--- src/rtl/frogger_game_sequencer_pkg.sv ---
// rtl/frogger_game_sequencer_pkg.sv - shared state codes, tile codes and helpers for the Frogger game sequencer
package frogger_game_sequencer_pkg;

    typedef enum logic [2:0] {
        ST_IDLE      = 3'd0,
        ST_PLAYING   = 3'd1,
        ST_DYING     = 3'd2,
        ST_SCORED    = 3'd3,
        ST_GAME_OVER = 3'd4
    } state_e;

    localparam logic [3:0] TILE_WALL  = 4'd0;
    localparam logic [3:0] TILE_ROAD  = 4'd1;
    localparam logic [3:0] TILE_WATER = 4'd2;
    localparam logic [3:0] TILE_SAFE  = 4'd3;
    localparam logic [3:0] TILE_LILY  = 4'd4;

    localparam int unsigned GAME_WIDTH  = 20;
    localparam int unsigned GAME_HEIGHT = 15;

    localparam logic [2:0] LEVEL_MAX = 3'd7;

    function automatic logic [6:0] sat_inc7(input logic [6:0] v, input logic [6:0] max_v);
        return (v >= max_v) ? max_v : v + 7'd1;
    endfunction

endpackage

--- src/rtl/frogger_game_sequencer_if.sv ---
// rtl/frogger_game_sequencer_if.sv - game sequencer input/output bundle
interface frogger_game_sequencer_if;
    logic       i_VSync;
    logic       i_Game_Start;
    logic       i_Collided;
    logic [5:0] i_Frogger_Y;
    logic [3:0] i_Tile_Data;
    logic       o_Move_Enable;
    logic       o_Respawn;
    logic       o_Game_Active;
    logic       o_Flash;
    logic [1:0] o_Lives;
    logic [6:0] o_Score;
    logic [2:0] o_Level;
    logic [2:0] o_State;

    modport master (
        output i_VSync, i_Game_Start, i_Collided, i_Frogger_Y, i_Tile_Data,
        input  o_Move_Enable, o_Respawn, o_Game_Active, o_Flash,
               o_Lives, o_Score, o_Level, o_State
    );

    modport slave (
        input  i_VSync, i_Game_Start, i_Collided, i_Frogger_Y, i_Tile_Data,
        output o_Move_Enable, o_Respawn, o_Game_Active, o_Flash,
               o_Lives, o_Score, o_Level, o_State
    );
endinterface

--- src/rtl/frogger_game_sequencer_edge_rise_det.sv ---
// rtl/frogger_game_sequencer_edge_rise_det.sv - two-flop rising-edge pulse generator
module edge_rise_det (
    input  logic i_Clk,
    input  logic i_Rst_L,
    input  logic i_Sig,
    output logic o_Pulse
);
    logic sig_q;
    logic prev_q;

    always_ff @(posedge i_Clk or negedge i_Rst_L) begin
        if (!i_Rst_L) begin
            sig_q  <= 1'b0;
            prev_q <= 1'b0;
        end else begin
            sig_q  <= i_Sig;
            prev_q <= sig_q;
        end
    end

    // Pulse is one cycle wide, the cycle after the input was first sampled high.
    assign o_Pulse = sig_q & ~prev_q;
endmodule

--- src/rtl/frogger_game_sequencer.sv ---
// rtl/frogger_game_sequencer.sv - Frogger round sequencer: lives, score, level, respawn and move gating
module frogger_game_sequencer
    import frogger_game_sequencer_pkg::*;
#(
    parameter int unsigned c_LIVES        = 3,
    parameter int unsigned c_DEATH_FRAMES = 60,
    parameter int unsigned c_SCORE_FRAMES = 30,
    parameter int unsigned c_FLASH_FRAMES = 8,
    parameter int unsigned c_MAX_SCORE    = 99,
    parameter int unsigned c_HOME_ROW     = 0,
    parameter int unsigned c_WATER_TILE   = 2
) (
    input  logic                        i_Clk,
    input  logic                        i_Rst_L,
    frogger_game_sequencer_if.slave     bus
);
    localparam logic [1:0] LIVES_INIT   = 2'(c_LIVES);
    localparam logic [7:0] DEATH_FRAMES = 8'(c_DEATH_FRAMES);
    localparam logic [7:0] SCORE_FRAMES = 8'(c_SCORE_FRAMES);
    localparam logic [7:0] FLASH_FRAMES = 8'(c_FLASH_FRAMES);
    localparam logic [6:0] MAX_SCORE    = 7'(c_MAX_SCORE);
    localparam logic [5:0] HOME_ROW     = 6'(c_HOME_ROW);
    localparam logic [3:0] WATER_TILE   = 4'(c_WATER_TILE);

    logic tick;
    logic press;

    edge_rise_det u_vsync_edge (
        .i_Clk   (i_Clk),
        .i_Rst_L (i_Rst_L),
        .i_Sig   (bus.i_VSync),
        .o_Pulse (tick)
    );

    edge_rise_det u_start_edge (
        .i_Clk   (i_Clk),
        .i_Rst_L (i_Rst_L),
        .i_Sig   (bus.i_Game_Start),
        .o_Pulse (press)
    );

    state_e     state_q;
    logic [1:0] lives_q;
    logic [6:0] score_q;
    logic [2:0] level_q;
    logic       move_en_q;
    logic       respawn_q;
    logic       active_q;
    logic       flash_q;
    logic [7:0] frame_cnt_q;
    logic [7:0] flash_cnt_q;

    logic       hazard;
    logic       at_home;
    logic [7:0] frame_next;
    logic [7:0] flash_next;

    assign hazard     = bus.i_Collided | (bus.i_Tile_Data == WATER_TILE);
    assign at_home    = (bus.i_Frogger_Y == HOME_ROW);
    assign frame_next = frame_cnt_q + 8'd1;
    assign flash_next = flash_cnt_q + 8'd1;

    always_ff @(posedge i_Clk or negedge i_Rst_L) begin
        if (!i_Rst_L) begin
            state_q     <= ST_IDLE;
            lives_q     <= 2'd0;
            score_q     <= 7'd0;
            level_q     <= 3'd0;
            move_en_q   <= 1'b0;
            respawn_q   <= 1'b0;
            active_q    <= 1'b0;
            flash_q     <= 1'b0;
            frame_cnt_q <= 8'd0;
            flash_cnt_q <= 8'd0;
        end else begin
            respawn_q <= 1'b0;
            case (state_q)
                ST_IDLE, ST_GAME_OVER: begin
                    flash_q <= 1'b0;
                    if (press) begin
                        state_q   <= ST_PLAYING;
                        lives_q   <= LIVES_INIT;
                        score_q   <= 7'd0;
                        level_q   <= 3'd0;
                        respawn_q <= 1'b1;
                        move_en_q <= 1'b1;
                        active_q  <= 1'b1;
                    end else begin
                        move_en_q <= 1'b0;
                        active_q  <= 1'b0;
                    end
                end
                ST_PLAYING: begin
                    // A frog that lands on the home row while dying still dies.
                    if (hazard) begin
                        state_q     <= ST_DYING;
                        frame_cnt_q <= 8'd0;
                        flash_cnt_q <= 8'd0;
                        flash_q     <= 1'b1;
                        move_en_q   <= 1'b0;
                    end else if (at_home) begin
                        state_q     <= ST_SCORED;
                        frame_cnt_q <= 8'd0;
                        score_q     <= sat_inc7(score_q, MAX_SCORE);
                        level_q     <= (level_q == LEVEL_MAX) ? LEVEL_MAX : level_q + 3'd1;
                        move_en_q   <= 1'b0;
                    end
                end
                ST_DYING: begin
                    if (tick) begin
                        if (frame_next == DEATH_FRAMES) begin
                            frame_cnt_q <= 8'd0;
                            flash_q     <= 1'b0;
                            if (lives_q != 2'd0) begin
                                lives_q <= lives_q - 2'd1;
                            end
                            if (lives_q <= 2'd1) begin
                                state_q  <= ST_GAME_OVER;
                                active_q <= 1'b0;
                            end else begin
                                state_q   <= ST_PLAYING;
                                respawn_q <= 1'b1;
                                move_en_q <= 1'b1;
                            end
                        end else begin
                            frame_cnt_q <= frame_next;
                            if (flash_next == FLASH_FRAMES) begin
                                flash_cnt_q <= 8'd0;
                                flash_q     <= ~flash_q;
                            end else begin
                                flash_cnt_q <= flash_next;
                            end
                        end
                    end
                end
                ST_SCORED: begin
                    if (tick) begin
                        if (frame_next == SCORE_FRAMES) begin
                            frame_cnt_q <= 8'd0;
                            state_q     <= ST_PLAYING;
                            respawn_q   <= 1'b1;
                            move_en_q   <= 1'b1;
                        end else begin
                            frame_cnt_q <= frame_next;
                        end
                    end
                end
                default: begin
                    state_q   <= ST_IDLE;
                    move_en_q <= 1'b0;
                    active_q  <= 1'b0;
                    flash_q   <= 1'b0;
                end
            endcase
        end
    end

    assign bus.o_Move_Enable = move_en_q;
    assign bus.o_Respawn     = respawn_q;
    assign bus.o_Game_Active = active_q;
    assign bus.o_Flash       = flash_q;
    assign bus.o_Lives       = lives_q;
    assign bus.o_Score       = score_q;
    assign bus.o_Level       = level_q;
    assign bus.o_State       = state_q;
endmodule

--- src/flat_wrapper.sv ---
// flat-port wrapper written by rule: the top's interface ports become plain ports
module frogger_game_sequencer_flat import frogger_game_sequencer_pkg::*;
#(
    parameter int unsigned c_LIVES        = 3,
    parameter int unsigned c_DEATH_FRAMES = 60,
    parameter int unsigned c_SCORE_FRAMES = 30,
    parameter int unsigned c_FLASH_FRAMES = 8,
    parameter int unsigned c_MAX_SCORE    = 99,
    parameter int unsigned c_HOME_ROW     = 0,
    parameter int unsigned c_WATER_TILE   = 2
)
  (i_Clk, i_Rst_L, bus_i_VSync, bus_i_Game_Start, bus_i_Collided, bus_i_Frogger_Y, bus_i_Tile_Data, bus_o_Move_Enable, bus_o_Respawn, bus_o_Game_Active, bus_o_Flash, bus_o_Lives, bus_o_Score, bus_o_Level, bus_o_State);
  frogger_game_sequencer_if bus_i ();
  input  logic i_Clk;
  input  logic i_Rst_L;
  input wire logic [$bits(bus_i.i_VSync)-1:0] bus_i_VSync;
  input wire logic [$bits(bus_i.i_Game_Start)-1:0] bus_i_Game_Start;
  input wire logic [$bits(bus_i.i_Collided)-1:0] bus_i_Collided;
  input wire logic [$bits(bus_i.i_Frogger_Y)-1:0] bus_i_Frogger_Y;
  input wire logic [$bits(bus_i.i_Tile_Data)-1:0] bus_i_Tile_Data;
  output wire logic [$bits(bus_i.o_Move_Enable)-1:0] bus_o_Move_Enable;
  output wire logic [$bits(bus_i.o_Respawn)-1:0] bus_o_Respawn;
  output wire logic [$bits(bus_i.o_Game_Active)-1:0] bus_o_Game_Active;
  output wire logic [$bits(bus_i.o_Flash)-1:0] bus_o_Flash;
  output wire logic [$bits(bus_i.o_Lives)-1:0] bus_o_Lives;
  output wire logic [$bits(bus_i.o_Score)-1:0] bus_o_Score;
  output wire logic [$bits(bus_i.o_Level)-1:0] bus_o_Level;
  output wire logic [$bits(bus_i.o_State)-1:0] bus_o_State;
  assign bus_i.i_VSync = bus_i_VSync;
  assign bus_i.i_Game_Start = bus_i_Game_Start;
  assign bus_i.i_Collided = bus_i_Collided;
  assign bus_i.i_Frogger_Y = bus_i_Frogger_Y;
  assign bus_i.i_Tile_Data = bus_i_Tile_Data;
  assign bus_o_Move_Enable = bus_i.o_Move_Enable;
  assign bus_o_Respawn = bus_i.o_Respawn;
  assign bus_o_Game_Active = bus_i.o_Game_Active;
  assign bus_o_Flash = bus_i.o_Flash;
  assign bus_o_Lives = bus_i.o_Lives;
  assign bus_o_Score = bus_i.o_Score;
  assign bus_o_Level = bus_i.o_Level;
  assign bus_o_State = bus_i.o_State;
  frogger_game_sequencer #(.c_LIVES(c_LIVES), .c_DEATH_FRAMES(c_DEATH_FRAMES), .c_SCORE_FRAMES(c_SCORE_FRAMES), .c_FLASH_FRAMES(c_FLASH_FRAMES), .c_MAX_SCORE(c_MAX_SCORE), .c_HOME_ROW(c_HOME_ROW), .c_WATER_TILE(c_WATER_TILE)) u_core (.i_Clk(i_Clk), .i_Rst_L(i_Rst_L), .bus(bus_i));
endmodule
--- config.mk ---
export PLATFORM = sky130hd
export DESIGN_NAME = frogger_game_sequencer_flat
export DESIGN_NICKNAME = d
export VERILOG_FILES = /design/src/rtl/frogger_game_sequencer_pkg.sv /design/src/rtl/frogger_game_sequencer_if.sv /design/src/rtl/frogger_game_sequencer_edge_rise_det.sv /design/src/rtl/frogger_game_sequencer.sv /design/src/flat_wrapper.sv
export SDC_FILE = /design/constraint.sdc
export NUM_CORES = 1
export LEC_CHECK = 0
export CORE_MARGIN = 1.5
export CORE_UTILIZATION = 50
export CTS_BUF_LIST = sky130_fd_sc_hd__clkbuf_8
export CTS_CLUSTER_DIAMETER = 50
export DETAILED_ROUTE_END_ITERATION = 8
export PLACE_DENSITY_LB_ADDON = 0.05
export SYNTH_ARGS = -nofsm -noshare
export SYNTH_HDL_FRONTEND = slang
export SYNTH_SLANG_ARGS = --single-unit
--- constraint.sdc ---
create_clock -name i_Clk -period 4 [get_ports i_Clk]
set_input_delay 1.2 -clock i_Clk [delete_from_list [all_inputs] [get_ports i_Clk]]
set_output_delay 1.2 -clock i_Clk [all_outputs]
set_load 0.02 [all_outputs]
==> results of run 1 <==
## where the power goes
group	internal, mW	total [mW]	switching, mW
sequential	0.460	0.575	0.115
clock	0.202	0.346	0.144
combinational	0.239	0.565	0.326
total	0.901	1.49	0.585
## cells in the mapped netlist (3+ instances only)
| cell type | count | area share [%] |
|---|---|---|
| nor2b_1 | 6 | 1.5 |
| and2_1 | 4 | 1.0 |
| nand2b_1 | 7 | 1.8 |
| nand2_1 | 35 | 5.4 |
| nor2_1 | 27 | 4.2 |
| o21ai_0 | 15 | 3.1 |
| o211ai_1 | 7 | 2.2 |
| nor3_1 | 5 | 1.0 |
| a211oi_1 | 3 | 0.92 |
| o31ai_1 | 4 | 1.2 |
| and3_1 | 5 | 1.3 |
| nor4_1 | 3 | 0.77 |
| buf_2 | 4 | 0.82 |
| inv_1 | 5 | 0.77 |
| a22o_1 | 5 | 1.8 |
| ha_1 | 8 | 4.1 |
| dfrtp_1 | 39 | 40 |
| o21ai_1 | 3 | 0.62 |
| or3_1 | 3 | 0.77 |
| o221ai_1 | 4 | 1.4 |
| nand3_1 | 12 | 2.5 |
| a21oi_1 | 10 | 2.1 |
## state kept, by name, indices dropped and copies added (netlist names)
name                        flops
u_core.u_vsync_edge.sig_q       1
u_core.bus.o_Lives              2
u_core.u_vsync_edge.prev_q      1
u_core.frame_cnt_q              8
u_core.bus.o_Score              7
u_core.bus.o_Move_Enable        1
u_core.u_start_edge.sig_q       1
u_core.flash_cnt_q              8
u_core.bus.o_State              3
u_core.u_start_edge.prev_q      1
u_core.bus.o_Game_Active        1
u_core.bus.o_Respawn            1
u_core.bus.o_Level              3
u_core.bus.o_Flash              1
## routing by layer
| metal | part of all wire [%] | GRT usage (%) | up-vias |
|---|---|---|---|
| met5 | 0 | 0 | - |
| met4 | 0.35 | 7.128 | 0 |
| met3 | 3.1 | 3.729 | 2 |
| met2 | 51 | 37.00 | 46 |
| met1 | 46 | 30.96 | 1017 |
| li1 | - | - | 1058 |
## cell type report
class                   count  area, um^2  share of cell area [%]
well taps                  67       83.83                   2.850
inverters                   6       22.52                  0.7656
repair buffers             36       347.8                   11.82
flip-flops and latches     39       975.9                   33.18
multi-input cells         215        1394                   47.38
clock inverters             2       35.03                   1.191
clock buffers               6       82.58                   2.807
## worst paths after layout
path,startpoint,endpoint,slack (ps),cells past startpoint
setup / recovery,bus_i_Tile_Data[0],u_core.flash_cnt_q[3],940,7
hold / removal,u_core.u_start_edge.sig_q,u_core.u_start_edge.prev_q,380,0
setup reg to reg,u_core.frame_cnt_q[0],u_core.flash_cnt_q[1],1480,7
hold reg to reg,u_core.u_start_edge.sig_q,u_core.u_start_edge.prev_q,380,0
max in group asynchronous,i_Rst_L,u_core.bus.o_State[2],2410,1
min in group asynchronous,i_Rst_L,u_core.flash_cnt_q[0],1020,1
## through the flow
step | total power, mW | util, % | instances
finish | 1.486 | 62.28 | 371
global route | 1.594 | 62.28 | 371
CTS | 1.494 | 62.28 | 371
detailed placement | 1.148 | 59.79 | 363
global placement | 1.136 | 59.79 | 363
floorplan | 0.9711 | - | 268
## worst register-to-register path, delay by kind of cell (launching register included)
| kind | cells | cell delay (ps) |
|---|---|---|
| AOI/OAI and AO/OA | 3 | 900 |
| and+or+nand+nor | 3 | 770 |
| DFF | 1 | 470 |
| adders and majority gates | 1 | 270 |
## cell families after synthesis
logic type | after synthesis | share of synthesized area, %
multiplexers | 3 | 1.334
XOR/XNOR | 2 | 0.7184
flip-flops | 39 | 40.02
buffers and inverters | 14 | 2.822
AO/OA/AOI/OAI | 75 | 22.73
AND/OR/NAND/NOR | 127 | 28.27
adder cells (fa/ha/maj) | 8 | 4.105
## layout by cell type (no fill, tap or decap), types with 3 or more instances in the layout
master and n:
a211oi_1 3, a21oi_1 10, a22o_1 5, and2_1 4, and3_1 5, buf_4 3
clkbuf_8 6, clkdlybuf4s50_1 32, dfrtp_1 39, ha_1 8, inv_1 5, nand2_1 35
nand2b_1 7, nand3_1 12, nor2_1 27, nor2b_1 6, nor3_1 5, nor4_1 3
o211ai_1 7, o21ai_0 15, o21ai_1 3, o221ai_1 4, o31ai_1 4, or3_1 3
==> flow_summary.yaml, run 1 <==
worst_setup_path:
  start_kind: "primary input"
  path_class: "primary input to flip-flop"
  crit_chain: "clkdlybuf4s50_1 -> nor4b_4 -> nor3_4 -> nor2_1 -> o211ai_1 -> o211ai_1 -> o41ai_2"
  endpoint_kind: "flip-flop"
  path_buf_inv: 1
  critPathTopFamily: "simple AND/OR/NAND/NOR gates"
  crit_top_cell: "o211ai_1"
  worstPathMaxFanout: 12
  worst_path_max_delay_cell: "nor2_1"
  required_ps: 4170
  cpPeakStageDelay_ps: 590
  cp.arrival_ps: 3230
global_routing:
  grt-ovfl-total: 0
  grt_pass1_vias: 2064
  grt_first_pass_wirelength_mm: 9.480
  grt_antenna_before_repair: 0
  grt_start_max_net_pins: 40
  grtUsageTotal_pct: 22.70
sta:
  tightestPinTransition_ps: 888.7
  rsz0062_at_grt: "no"
  slew_violations: 0
  fin_tns_setup_ps: 0
  period_minus_slack_ps: 3062
  fin_crit_sh_pct: 76.54
  worst_slack_ps: 938.3
  finalClockSkew_ps: 6.490
  hold_ws_ps: 381.6
  hold_viol: 0
  max-slew-margin-rel_pct: 40.75
  setup_viol: 0
  fmax_ghz: 0.3266
worst_hold_path:
  hp-class: "flip-flop to flip-flop"
clock_tree:
  cts-root-buf: "clkbuf_8"
  cts_made_buffers: 5
  clock_latency_ps: 290
  cts_resized: 0
  cts_buffer_depth: 2
  post-cts-setup-buffers: 0
  h-tree-depth: 2
  ctsHoldBuffers: 0
  cts_tree: "done"
  cts.sinks: 39
  clk_pin_slew_ps: 80
placement:
  portBuffers: 33
  place_ws_ps: 640.2
  place_hpwl_mm: 4.015
  gp_congestion: 0.8167
  postPlaceCellArea_um2: 2824
synthesis:
  synthCells: 268
  synth.ff_latch_count: 39
  synth_cell_types: 65
  yosysWarningCount: 0
  syn_nets: 291
  synthArstFlopShare_pct: 100.0
  synth_seq_area_share_pct: 40.02
  synth-main-ff-cell: "dfrtp_1"
  netlist_area_um2: 2439
  avgSynthCellArea_um2: 9.099
  synth-edff-count: 0
die:
  boundaryPins: 34
  start_util_pct: 51.63
  fp.dieH_um: 72.84
  core_area_um2: 4723
  die_w_um: 72.84
  num_rows: 25
  die_area_um2: 5305
final_layout:
  drive_gt1_share_pct: 9.868
  diodes: 0
  area_growth_syn_to_layout_pct: 20.63
  layout.nets: 326
  n_fill_cell: 410
  final_area_um2: 2942
detailed_routing:
  routed_wl_mm: 5.505
  ant_nets: 0
  drt_pre_antenna_iters: 4
  vias_per_cell: 5.722
  route.detailed.drc: 0
  vias: 2123
  wl_per_cell_um: 14.84
  drt_iter0_markers: 131
flow_run:
  maxCapViolCount: 0
outcome:
  status: "finished, final reports clean"
power:
  irDropWorstVdd_mv: 0.2796
  power_density_nw_per_um2: 505.3
  leakagePower_nw: 1.277
No activity file was read; power rests on OpenSTA's default activity.
==> inputs of run 2 (changes only) <==
Clock period 4 ns to 2.55 ns, I/O delays scaled along.
==> flow_summary.yaml, run 2 (synthesis results as in run 1) <==
sta:
  finalClockSkew_ps: 6.850
  period_minus_slack_ps: 2326
  worst_slack_ps: 224.1
  rsz0062_at_grt: "no"
  max-slew-margin-rel_pct: 54.30
  tightestPinTransition_ps: 674.8
  setup_viol: 0
  fin_crit_sh_pct: 91.21
  fmax_ghz: 0.4299
  slew_violations: 0
  hold_viol: 0
  hold_ws_ps: 379.8
final_layout:
  layout.nets: 339
  diodes: 0
  area_growth_syn_to_layout_pct: 24.32
  regArea_um2: 975.9
  layout_common_cells: "39 x dfrtp_1, 35 x nand2_1, 32 x clkdlybuf4s50_1"
  n_fill_cell: 399
  fin_util_pct: 64.19
  multiInputGateArea_um2: 1404
  final_common_cell: "dfrtp_1"
  final_area_um2: 3032
  drive_gt1_share_pct: 13.92
clock_tree:
  post-cts-setup-buffers: 0
  cts_buffer_depth: 2
  h-tree-depth: 2
  cts_made_buffers: 5
  cts_tree: "done"
  clock_latency_ps: 290
  cts-root-buf: "clkbuf_8"
  clk_pin_slew_ps: 70
  cts.sinks: 39
  ctsHoldBuffers: 0
worst_setup_path:
  cp.arrival_ps: 2560
  worstPathMaxFanout: 4
  required_ps: 2780
  r2r_setup_slack_ps: 260
  path_class: "primary input to flip-flop"
  start_kind: "primary input"
  endpoint_kind: "flip-flop"
die:
  num_rows: 25
  core_area_um2: 4723
  fp.dieH_um: 72.84
  die_area_um2: 5305
  die_w_um: 72.84
  boundaryPins: 34
  start_util_pct: 51.63
global_routing:
  grtUsageTotal_pct: 22.18
  grt_first_pass_wirelength_mm: 9.190
  grt_pass1_vias: 1951
  grt_antenna_before_repair: 0
  grt_start_max_net_pins: 40
  grt-ovfl-total: 0
detailed_routing:
  drt_iter0_markers: 107
  vias_per_cell: 5.661
  vias: 2168
  route.detailed.drc: 0
  drt_pre_antenna_iters: 4
  ant_nets: 0
  wl_per_cell_um: 14.45
  routed_wl_mm: 5.536
placement:
  place_ws_ps: -200.6
  portBuffers: 33
  gp_congestion: 0.8366
  postPlaceCellArea_um2: 2934
  place_hpwl_mm: 4.045
flow_run:
  maxCapViolCount: 0
worst_hold_path:
  hp-class: "flip-flop to flip-flop"
power:
  irDropWorstVdd_mv: 0.4824
  leakagePower_nw: 1.333
  power_density_nw_per_um2: 764.2
  total_power_mw: 2.317
outcome:
  status: "finished, final reports clean"
==> run 2: per-layer routing <==
| layer | global-route usage (%) | part of all wire [%] |
|---|---|---|
| met1 | 29.99 | 47 |
| met5 | 0 | 0 |
| met2 | 36.39 | 48 |
| met4 | 6.289 | 0.87 |
| met3 | 4.144 | 3.4 |
==> run 2: final cells by class <==
cell class | instances | share of cell area (%)
well taps | 67 | 2.765
clock buffers | 6 | 2.724
flip-flops and latches | 39 | 32.19
clock inverters | 1 | 0.1651
repair buffers | 49 | 15.11
inverters | 6 | 0.7429
multi-input cells | 215 | 46.31
==> run 2: worst paths after layout <==
path	from	to	cells past startpoint
max in group asynchronous	i_Rst_L	u_core.frame_cnt_q[5]	2
max	bus_i_Frogger_Y[1]	u_core.bus.o_State[0]	7
max reg2reg	u_core.frame_cnt_q[0]	u_core.flash_cnt_q[5]	8
min	u_core.u_start_edge.sig_q	u_core.u_start_edge.prev_q	0
min reg2reg	u_core.u_start_edge.sig_q	u_core.u_start_edge.prev_q	0
min in group asynchronous	i_Rst_L	u_core.flash_cnt_q[4]	2
==> run 2: worst max-delay path, stage by stage <==
cell and delay (ps):
clkdlybuf4s50_1 420, nor4_2 320, a211o_1 230, a2bb2oi_1 290, nand2_1 170, nor3_1 190, o32a_1 170
==> run 2: report_power, final <==
| group | total [mW] | switching (mW) | internal (mW) |
|---|---|---|---|
| clock | 0.422 | 0.209 | 0.212 |
| combinational | 1.03 | 0.567 | 0.461 |
| sequential | 0.868 | 0.144 | 0.723 |
==> run 2: through the flow <==
| step | TNS, ps | instances |
|---|---|---|
| 6_report | 0 | 383 |
| 5_1_grt | 0 | 383 |
| 4_1_cts | 0 | 383 |
| 2_1_floorplan | 0 | 268 |
| 3_3_place_gp | -331.5 | 376 |
| 3_5_place_dp | -680.6 | 376 |
==> run 2: timing repair <==
action	4_1_cts	5_1_grt
gates resized for setup	0	2
endpoints found under the hold margin	0	0
endpoints found under the setup margin	0	1
==> inputs of run 3 (changes only) <==
==> constraint.sdc (replaced) <==
create_clock -name i_Clk -period 2.55 [get_ports i_Clk]
set_input_delay 0.51 -clock i_Clk [delete_from_list [all_inputs] [get_ports i_Clk]]
set_output_delay 0.51 -clock i_Clk [all_outputs]
set_load 0.02 [all_outputs]
==> flow_summary.yaml, run 3 (synthesis results as in run 1) <==
clock_tree:
  cts-root-buf: "clkbuf_8"
  cts.sinks: 39
  clk_pin_slew_ps: 80
  post-cts-setup-buffers: 0
  ctsHoldBuffers: 0
  cts_buffer_depth: 2
  cts_tree: "done"
  cts_resized: 0
  cts_made_buffers: 5
  h-tree-depth: 2
  clock_latency_ps: 290
global_routing:
  grtUsageTotal_pct: 22.86
  met2_usage_pct: 37.72
  grt-ovfl-total: 0
  grt-busiest-layer: "met2"
  grt_antenna_before_repair: 0
  grt_pass1_vias: 2022
  grt_start_max_net_pins: 40
  grt_util_met1_pct: 30.70
  grt_first_pass_wirelength_mm: 9.459
  grt_use_met3_pct: 3.729
sta:
  hold_viol: 0
  slew_violations: 0
  setup_viol: 0
  rsz0062_at_grt: "no"
  fin_tns_setup_ps: 0
  period_minus_slack_ps: 2303
  finalClockSkew_ps: 6.924
  fin_crit_sh_pct: 90.32
  fmax_ghz: 0.4342
  max-slew-margin-rel_pct: 42.13
  tightestPinTransition_ps: 868.0
detailed_routing:
  wl_per_cell_um: 14.69
  drt_pre_antenna_iters: 4
  drt_iter0_markers: 127
  vias: 2181
  route.detailed.drc: 0
  ant_nets: 0
  vias_per_cell: 5.755
  routed_wl_mm: 5.569
final_layout:
  layout.nets: 334
  n_fill_cell: 418
  diodes: 0
  drive_gt1_share_pct: 11.86
  final_common_cell: "dfrtp_1"
  fin_util_pct: 63.18
  regArea_um2: 975.9
  area_growth_syn_to_layout_pct: 22.37
  multiInputGateArea_um2: 1394
  layout_common_cells: "39 x dfrtp_1, 35 x nand2_1, 32 x clkdlybuf4s50_1"
die:
  fp.dieH_um: 72.84
  boundaryPins: 34
  die_area_um2: 5305
  die_w_um: 72.84
  num_rows: 25
  start_util_pct: 51.63
  core_area_um2: 4723
worst_hold_path:
  hp-class: "primary input to asynchronous set/reset pin"
placement:
  gp_congestion: 0.8646
  place_hpwl_mm: 4.075
  portBuffers: 33
worst_setup_path:
  endpoint_kind: "flip-flop"
  cp.arrival_ps: 2480
  r2r_cells: 8
  required_ps: 2730
  worstPathMaxFanout: 6
  path_class: "flip-flop to flip-flop"
  cp.depth: 8
  worst_path_max_delay_cell: "dfrtp_1"
  critPathTopFamily: "compound AO/OA/AOI/OAI gates"
  crit_chain: "ha_1 -> and3_1 -> and3_2 -> a31o_4 -> a31oi_2 -> buf_4 -> o211ai_1 -> a22o_1"
  start_kind: "flip-flop"
  path_buf_inv: 1
  cpPeakStageDelay_ps: 460
  reg2reg_from: "u_core.frame_cnt_q[1]"
  crit_path_start: "u_core.frame_cnt_q[1]"
power:
  power_density_nw_per_um2: 780.0
  irDropWorstVdd_mv: 0.4585
  leakagePower_nw: 1.310
outcome:
  status: "finished, final reports clean"
flow_run:
  maxCapViolCount: 0
-- run 3: per-stage QoR --
step / hold WS, ps / cell area, um^2 / power [mW] / instances / setup slack (ps)
after floorplan: 214.4 / 2439 / 1.523 / 268 / 459.4
after global placement: 366.4 / 2884 / 1.858 / 371 / 72.21
after detailed placement: 368.6 / 2884 / 1.876 / 371 / 45.83
after CTS: 366.1 / 2984 / 2.342 / 379 / 253.5
after global routing: 411.1 / 2984 / 2.484 / 379 / 122.7
final: 326.0 / 2984 / 2.328 / 379 / 246.9
-- run 3: final timing paths --
path / to / slack (ps)
worst max register to register: u_core.flash_cnt_q[6] / 250
min in group i_Clk: u_core.u_start_edge.prev_q / 380
worst min register to register: u_core.u_start_edge.prev_q / 380
worst min-delay path: u_core.flash_cnt_q[1] / 330
max in group asynchronous: u_core.frame_cnt_q[0] / 1670
worst max-delay path: u_core.flash_cnt_q[6] / 250
-- run 3: metal layers --
layer | vias to the layer above | share of wire (%)
met5 | - | 0
met4 | 0 | 1.6
met3 | 9 | 2.9
met2 | 32 | 50
met1 | 1066 | 46
li1 | 1074 | -
-- run 3: layout make-up --
class	count	share of cell area, %
clock buffer	7	3.229
clock inverter	1	0.1258
inverter	6	0.7547
multi-input combinational	215	46.71
sequential	39	32.70
tap	67	2.809
timing repair buffer	44	13.67
-- run 3: power breakdown --
group          switching [mW]  internal (mW)
combinational           0.567          0.436
clock                   0.213          0.243
sequential              0.146          0.723
